<file path="src/rtl/multicycle_control.sv">
// multicycle_control
// Main control FSM for a shared-memory multi-cycle MIPS datapath. Sequences
// fetch, decode, execute, memory access and writeback, handshakes with a
// variable-latency unified memory, traps on illegal opcodes or memory
// timeouts, and counts retired instructions.
//
// Ports:
//   clk, rst_n          clock (rising edge), asynchronous active-low reset
//   opcode              IR[31:26], valid from DECODE onward
//   mem_ready           memory completes the current access this cycle
//   mem_req, MemRead, MemWrite, IorD, IRWrite      memory / IR controls
//   PCWrite, PCWriteCond, PCSrc                   PC update controls
//   ALUSrcA, ALUSrcB, ALUOp                       ALU operand / op select
//   RegDst, MemToReg, RegWrite                    register-file write controls
//   retire, retire_cnt  completion pulse and running count
//   trap, trap_cause    sticky fault flag and cause (01 illegal, 10 timeout)
//   state_o             current state encoding (debug)
//
// Handshake: a memory access is requested while mem_req is high; the access
// completes in the cycle mem_ready is sampled high, and the FSM advances on
// that same clock edge. mem_ready is ignored in states without mem_req.
module multicycle_control #(
  parameter int unsigned TIMEOUT_CYCLES = 15,
  parameter int unsigned WAIT_W         = 4,
  parameter int unsigned RETIRE_W       = 32
) (
  input  logic                clk,
  input  logic                rst_n,
  input  logic [5:0]          opcode,
  input  logic                mem_ready,
  output logic                mem_req,
  output logic                MemRead,
  output logic                MemWrite,
  output logic                IorD,
  output logic                IRWrite,
  output logic                PCWrite,
  output logic                PCWriteCond,
  output logic [1:0]          PCSrc,
  output logic                ALUSrcA,
  output logic [1:0]          ALUSrcB,
  output logic [1:0]          ALUOp,
  output logic                RegDst,
  output logic                MemToReg,
  output logic                RegWrite,
  output logic                retire,
  output logic [RETIRE_W-1:0] retire_cnt,
  output logic                trap,
  output logic [1:0]          trap_cause,
  output logic [3:0]          state_o
);

  typedef enum logic [3:0] {
    S_RST    = 4'd0,
    S_FETCH  = 4'd1,
    S_DECODE = 4'd2,
    S_MEMADR = 4'd3,
    S_MEMRD  = 4'd4,
    S_MEMWB  = 4'd5,
    S_MEMWR  = 4'd6,
    S_REXEC  = 4'd7,
    S_RWB    = 4'd8,
    S_BEQ    = 4'd9,
    S_ADDIEX = 4'd10,
    S_ADDIWB = 4'd11,
    S_JUMP   = 4'd12,
    S_TRAP   = 4'd15
  } state_e;

  localparam logic [WAIT_W-1:0] TMO_VAL = WAIT_W'(TIMEOUT_CYCLES);
  localparam logic              TMO_EN  = (TIMEOUT_CYCLES != 0);

  state_e              state_q, state_d;
  logic [WAIT_W-1:0]   wait_q, wait_d;
  logic [RETIRE_W-1:0] retire_cnt_q, retire_cnt_d;
  logic                trap_q;
  logic [1:0]          trap_cause_q, trap_cause_d;
  logic                wait_state;
  logic                wait_hit;

  // A completing access (mem_ready high) always wins over the timeout.
  assign wait_hit = TMO_EN && (wait_q == TMO_VAL) && !mem_ready;

  always_comb begin
    mem_req      = 1'b0;
    MemRead      = 1'b0;
    MemWrite     = 1'b0;
    IorD         = 1'b0;
    IRWrite      = 1'b0;
    PCWrite      = 1'b0;
    PCWriteCond  = 1'b0;
    PCSrc        = 2'b00;
    ALUSrcA      = 1'b0;
    ALUSrcB      = 2'b00;
    ALUOp        = 2'b00;
    RegDst       = 1'b0;
    MemToReg     = 1'b0;
    RegWrite     = 1'b0;
    retire       = 1'b0;
    state_d      = state_q;
    trap_cause_d = trap_cause_q;
    wait_state   = 1'b0;

    case (state_q)
      S_RST: state_d = S_FETCH;
      S_FETCH: begin
        wait_state = 1'b1;
        mem_req    = 1'b1;
        MemRead    = 1'b1;
        ALUSrcB    = 2'b01;
        IRWrite    = mem_ready;
        PCWrite    = mem_ready;
        if (mem_ready) state_d = S_DECODE;
        else if (wait_hit) begin
          state_d      = S_TRAP;
          trap_cause_d = 2'b10;
        end
      end
      S_DECODE: begin
        ALUSrcB = 2'b11;
        case (opcode)
          6'b100011, 6'b101011: state_d = S_MEMADR;
          6'b000000:            state_d = S_REXEC;
          6'b000100:            state_d = S_BEQ;
          6'b001000:            state_d = S_ADDIEX;
          6'b000010:            state_d = S_JUMP;
          default: begin
            state_d      = S_TRAP;
            trap_cause_d = 2'b01;
          end
        endcase
      end
      S_MEMADR, S_ADDIEX: begin
        ALUSrcA = 1'b1;
        ALUSrcB = 2'b10;
        if (state_q == S_ADDIEX)     state_d = S_ADDIWB;
        else if (opcode == 6'b100011) state_d = S_MEMRD;
        else                          state_d = S_MEMWR;
      end
      S_MEMRD: begin
        wait_state = 1'b1;
        mem_req    = 1'b1;
        MemRead    = 1'b1;
        IorD       = 1'b1;
        if (mem_ready) state_d = S_MEMWB;
        else if (wait_hit) begin
          state_d      = S_TRAP;
          trap_cause_d = 2'b10;
        end
      end
      S_MEMWB: begin
        MemToReg = 1'b1;
        RegWrite = 1'b1;
        retire   = 1'b1;
        state_d  = S_FETCH;
      end
      S_MEMWR: begin
        wait_state = 1'b1;
        mem_req    = 1'b1;
        MemWrite   = 1'b1;
        IorD       = 1'b1;
        retire     = mem_ready;
        if (mem_ready) state_d = S_FETCH;
        else if (wait_hit) begin
          state_d      = S_TRAP;
          trap_cause_d = 2'b10;
        end
      end
      S_REXEC: begin
        ALUSrcA = 1'b1;
        ALUOp   = 2'b10;
        state_d = S_RWB;
      end
      S_RWB: begin
        RegDst   = 1'b1;
        RegWrite = 1'b1;
        retire   = 1'b1;
        state_d  = S_FETCH;
      end
      S_BEQ: begin
        ALUSrcA     = 1'b1;
        ALUOp       = 2'b01;
        PCSrc       = 2'b01;
        PCWriteCond = 1'b1;
        retire      = 1'b1;
        state_d     = S_FETCH;
      end
      S_ADDIWB: begin
        RegWrite = 1'b1;
        retire   = 1'b1;
        state_d  = S_FETCH;
      end
      S_JUMP: begin
        PCSrc   = 2'b10;
        PCWrite = 1'b1;
        retire  = 1'b1;
        state_d = S_FETCH;
      end
      S_TRAP:  state_d = S_TRAP;
      default: state_d = S_TRAP;
    endcase
  end

  // Count only while stalled inside the same memory state; entering a state
  // or completing an access restarts the count.
  always_comb begin
    wait_d = '0;
    if (wait_state && !mem_ready && (state_d == state_q)) wait_d = wait_q + 1'b1;
  end

  assign retire_cnt_d = retire_cnt_q + RETIRE_W'(retire);

  always_ff @(posedge clk or negedge rst_n) begin
    if (!rst_n) begin
      state_q      <= S_RST;
      wait_q       <= '0;
      retire_cnt_q <= '0;
      trap_q       <= 1'b0;
      trap_cause_q <= 2'b00;
    end else begin
      state_q      <= state_d;
      wait_q       <= wait_d;
      retire_cnt_q <= retire_cnt_d;
      trap_q       <= (state_d == S_TRAP);
      trap_cause_q <= trap_cause_d;
    end
  end

  assign retire_cnt = retire_cnt_q;
  assign trap       = trap_q;
  assign trap_cause = trap_cause_q;
  assign state_o    = state_q;

endmodule
</file>
<file path="config.mk">
export PLATFORM = sky130hd
export DESIGN_NAME = multicycle_control
export DESIGN_NICKNAME = d
export VERILOG_FILES = /design/src/rtl/multicycle_control.sv
export SDC_FILE = /design/constraint.sdc
export NUM_CORES = 1
export LEC_CHECK = 0
export CELL_PAD_IN_SITES_DETAIL_PLACEMENT = 2
export CELL_PAD_IN_SITES_GLOBAL_PLACEMENT = 2
export CORE_MARGIN = 10
export CORE_UTILIZATION = 29
export DETAILED_ROUTE_END_ITERATION = 12
export GPL_ROUTABILITY_DRIVEN = 0
export PLACE_DENSITY_LB_ADDON = 0.2
export REMOVE_ABC_BUFFERS = 1
export SLEW_MARGIN = 0
export SYNTH_ARGS = -nofsm -noshare
export SYNTH_HDL_FRONTEND = slang
export SYNTH_SLANG_ARGS = --single-unit
</file>
<file path="constraint.sdc">
create_clock -name clk -period 2.9 [get_ports clk]
set_input_delay 0.58 -clock clk [delete_from_list [all_inputs] [get_ports clk]]
set_output_delay 0.58 -clock clk [all_outputs]
set_load 0.01 [all_outputs]
</file>
==> metrics <==
status completed; Core ar. 0.00777 sq mm; actual slew at the worst max-slew pin 971 ps; Initial DRT Pass Iterations 4; fillcell total 834; Post-synth EDFFs 0; Hold Vio Cnt, Final 0; # DRC 0; via count 1974; Final WS setup 131 ps; layout cells sized above 1 12.2%; Post-DP Area 0.00312 sq mm; Tmin final 2770 ps; routed len/inst 16.6 microns; critical path peak fanout 2; GRT Total Usage 11.6%; required time of the critical path 2320 ps; Post-CTS Resized 0; Setup-failing EPs final 0; P_leak 1.35 nW; fin. max-slew vios 0; ANT cells 0; area grow syn2layout 38.1%; die width 110 microns; synth unique cells 46; I/O Buffers 65; post-DP HPWL 5350 microns; num rows 32; crit path capture type output pin; vias in the first global route 2156; CTS tree yes; f_max 361 MHz; Synth area leader dfrtp_1; # hold bufs at CTS 0; Die H 110 microns; Ys Warns 0; Worst-path clk slew 80 ps; register area share after synthesis 46.2%; Critical Setup Path Class input pin to output pin; RSZ-0062 raised after global routing false; Max IR drop VDD 0.327 mV; Synth Flop Type dfrtp_1; gr ovfl total 0; fin util 41.4%; relative slew slack 35.3%; power density cells 686 mW/mm^2; Final Non-Filler Cells 405; largest net degree at the start of global routing 44; syn_area_per_cell 10.0 sq um; period utilization 95.5%; TritonCTS Buffers 5; worst clock skew 3.20 ps; Gate Count Post-Synth 232; dpl ws -71.6 ps; synth top area cells dfrtp_1, xnor2_1, nand2_1; hold crit path type input pin to asynchronous set/reset pin; global-route wire length before repair 11200 microns; mapped cell area 0.00233 sq mm; max_cap viols 0; ys async rst share 100%; Setup crit start kind input pin; hold_ws 437 ps; DR vias/cell 4.87; number of setup buffers added after CTS 0; Worst-Skew Late Latency 290 ps; worst-case clock buffer depth 2; Iteration-0 DRC Markers 30; Sink Count 43; flops & latches, synth 43; Synth top area share 46.2%; initial antenna violation count 0; H-tree Lvls 2; Routed WL 6740 microns; Net count, final 314; final cell area excluding filler cells 0.00321 sq mm; dpl cells 397; initial core utilization 30.0%; root buf cell clkbuf_8; IO Count 66; DIE AREA 0.0120 sq mm; Crit path arrival time 2190 ps; Antenna Violating Nets Remaining 0
state kept, by name (all words and copies together), names as in the netlist:
signal,flops
retire_cnt,32
state_o,4
trap,1
trap_cause,2
wait_q,4
worst max-delay path, stage by stage:
cell and delay, ps:
clkdlybuf4s50_1 420, and2_1 190, a221oi_1 290, a31oi_1 100, buf_4 150, clkdlybuf4s50_1 470
per-layer routing:
metal  global-route usage [%]  wire, microns
met1                     13.6           2910
met2                     20.0           3270
met3                     3.22            464
met4                     3.90             92
met5                        0              0
cells in the final DEF, fill, tap and decap left out, types with 2 or more instances in the layout:
cell | synthesis | final
ha_1 | 3 | 3
nand3_1 | 16 | 16
dfrtp_1 | 43 | 43
nor4_1 | 3 | 3
a21oi_1 | 6 | 6
o211ai_1 | 5 | 5
nand2_1 | 22 | 22
xor2_1 | 9 | 9
and3_1 | 6 | 6
nor3_2 | 2 | 2
or2_2 | 2 | 2
o21ai_0 | 7 | 7
inv_1 | 3 | 3
buf_4 | 2 | 11
and2_1 | 2 | 2
nor2_1 | 19 | 19
a211oi_1 | 2 | 2
nor3_1 | 4 | 4
xnor2_1 | 26 | 26
nand4_1 | 2 | 2
nor4_4 | 2 | 2
nand3_4 | 3 | 3
nand2b_1 | 6 | 6
a31oi_1 | 4 | 4
and3_2 | 3 | 3
clkdlybuf4s50_1 | 0 | 64
clkbuf_8 | 0 | 5
power breakdown:
part           internal (mW)  switching (mW)  total (mW)
Clock                  0.169           0.213       0.382
Sequential             0.680           0.117       0.797
Combinational          0.526           0.499        1.03
area by class of cell:
type / instances / area [sq um] / area share, %
multi-input combinational: 172 / 1180 / 36.8
sequential: 43 / 1080 / 33.5
clock inverter: 2 / 12.5 / 0.389
tap: 102 / 128 / 3.97
timing repair buffer: 76 / 728 / 22.7
inverter: 4 / 15.0 / 0.467
clock buffer: 6 / 72.6 / 2.26
synth_stat cells (all sizes together) (4+ instances only):
master,n
a21oi,7
a31oi,4
and3,10
buf,5
clkbuf,8
dfrtp,43
nand2,22
nand2b,6
nand3,20
nor2,19
nor3,6
nor4,5
o211ai,5
o21ai,7
xnor2,26
xor2,9
worst paths after layout:
check	startpoint	endpoint	slack, ps	cells past startpoint
max	mem_ready	retire	130	6
min	rst_n	retire_cnt[13]	440	1
max reg2reg	state_o[1]	retire_cnt[22]	400	10
min reg2reg	wait_q[0]	wait_q[0]	480	1
max in group asynchronous	rst_n	wait_q[1]	1860	1
min in group clk	wait_q[0]	wait_q[0]	480	1
per-stage QoR:
| step | power [mW] | setup TNS (ps) |
|---|---|---|
| floorplan | 1.26 | 0 |
| global placement | 1.84 | 0 |
| detailed placement | 1.86 | -322 |
| CTS | 2.25 | 0 |
| global route | 2.39 | 0 |
| finish | 2.20 | 0 |
cell families (layout without fill, tap and decap cells):
family | count (synthesis) | count (layout) | synth area share (%)
xor+xnor | 35 | 35 | 13.2
compound gates | 31 | 31 | 8.55
fa+ha+maj | 3 | 3 | 1.61
mux | 1 | 1 | 0.430
flops | 43 | 43 | 46.2
buf+inv | 17 | 88 | 3.23
simple gates | 102 | 102 | 26.8
No activity file was read; power rests on OpenSTA's default activity.
==> variant, RTL diff (same settings) <==
Reset style: synchronous (`rst_n`), changed in one clocked block. Comments in the files are not updated.
--- a/src/rtl/multicycle_control.sv
+++ b/src/rtl/multicycle_control.sv
@@ -210,5 +210,5 @@
   assign retire_cnt_d = retire_cnt_q + RETIRE_W'(retire);
 
-  always_ff @(posedge clk or negedge rst_n) begin
+  always_ff @(posedge clk) begin
     if (!rst_n) begin
       state_q      <= S_RST;
Check against the original RTL: differs if rst_n is asserted again (counterexample within 4 cycles, from zero or initial values and one cycle with rst_n low); with rst_n held inactive, the same outputs for 10 cycles.
==> variant against the unedited design <==
Maximum frequency is 2.9% higher; critical path type is now register to output port; clock power is 28% higher; worst setup slack improved by 78 ps; via count increased by 16%; worst hold slack gained 51 ps; final cell count increased by 14%; total power shrank 5.0%; cell area increased by 3.2%; sequential cell count is the same; area after synthesis rose by 3.4%; critical path depth down 1; routed wire length grew 16%.
==> variant: results <==
[worst_setup_path]
slowest_stage = dfxtp_1
max_stage_delay_ps = 540
path_max_fanout = 11

[cells_and_area]
fill_cells = 914
drive_above_1_share = 0.0789
nets = 366

[route]
viasPerCell = 5.00
drt-initial-drc-count = 33
routedWlPerCell_um = 16.9
totalWireLength_um = 7800

[place]
post-dp-hpwl_um = 6100
pre_cts_ws_ps = -50.9
place_inst = 452

[global_routing]
track_usage = 0.127
grt_pass1_vias = 2591
grt_pass1_wl_um = 13500

[sta]
relSlewSlack = 0.732
clock_skew_ps = 17.9
fin_crit_ps = 2690

[power_and_ir_drop]
vdd_ir_drop_max_mv = 0.384

[synth]
ys_types = 48
postSynth.asyncResetShare = 0
synth_area_leaders = dfxtp_1 (36%), and2_1 (9.1%), xnor2_1 (8.0%)
synth_common_cells = dfxtp_1 (43), and2_1 (35), xnor2_1 (22)

[run_status]
status = finished clean

[worst_hold_path]
hold_class = register to register
==> variant: changes by cell type after synthesis, sizes merged, moves of 7 or more <==
cell   delta
nor3     +10
nand4     +9
dfrtp    -43
and2     +34
dfxtp    +43
nand2     -7
==> variant: cells by family after synthesis <==
family          count (synthesis)  synth area share
compound gates                 31            0.0884
xor+xnor                       35             0.127
fa+ha+maj                       3            0.0156
buf+inv                        27            0.0489
flops                          43             0.358
mux                             2           0.00832
simple gates                  146             0.354
==> variant: cell type report <==
class | count | area, um2 | share of cell area
multi-input combinational | 217 | 1430 | 0.431
sequential | 43 | 861 | 0.259
timing repair buffer | 78 | 748 | 0.225
tap | 105 | 131 | 0.0396
clock buffer | 5 | 68.8 | 0.0207
clock inverter | 3 | 46.3 | 0.0140
inverter | 9 | 33.8 | 0.0102
==> variant: path summary, 6_finish.rpt <==
path | to | cells after the start | slack, ps | startpoint
hold / removal | wait_q[0] | 1 | 490 | wait_q[0]
hold reg to reg | wait_q[0] | 1 | 490 | wait_q[0]
setup reg to reg | retire_cnt[24] | 12 | 410 | state_o[3]
setup / recovery | PCWrite | 5 | 210 | state_o[1]
==> variant: per-stage QoR <==
stage | cell area (um2) | util | hold slack [ps]
finish | 3320 | 0.408 | 488
global route | 3320 | 0.408 | 503
CTS | 3320 | 0.408 | 489
detailed placement | 3200 | 0.394 | 468
global placement | 3200 | 0.394 | 429
floorplan | 2320 | - | 418
==> variant: per-layer routing <==
layer,GRT usage,vias to the layer above,share of wire
met3,0.0465,4,0.063
li1,-,1117,-
met4,0.0231,0,0.0046
met5,0,-,0
met1,0.140,1132,0.43
met2,0.228,46,0.51
==> variant: power breakdown <==
group	switching, uW	internal (uW)
registers	67.0	635
logic	446	456
clock network	230	260
total	744	1350
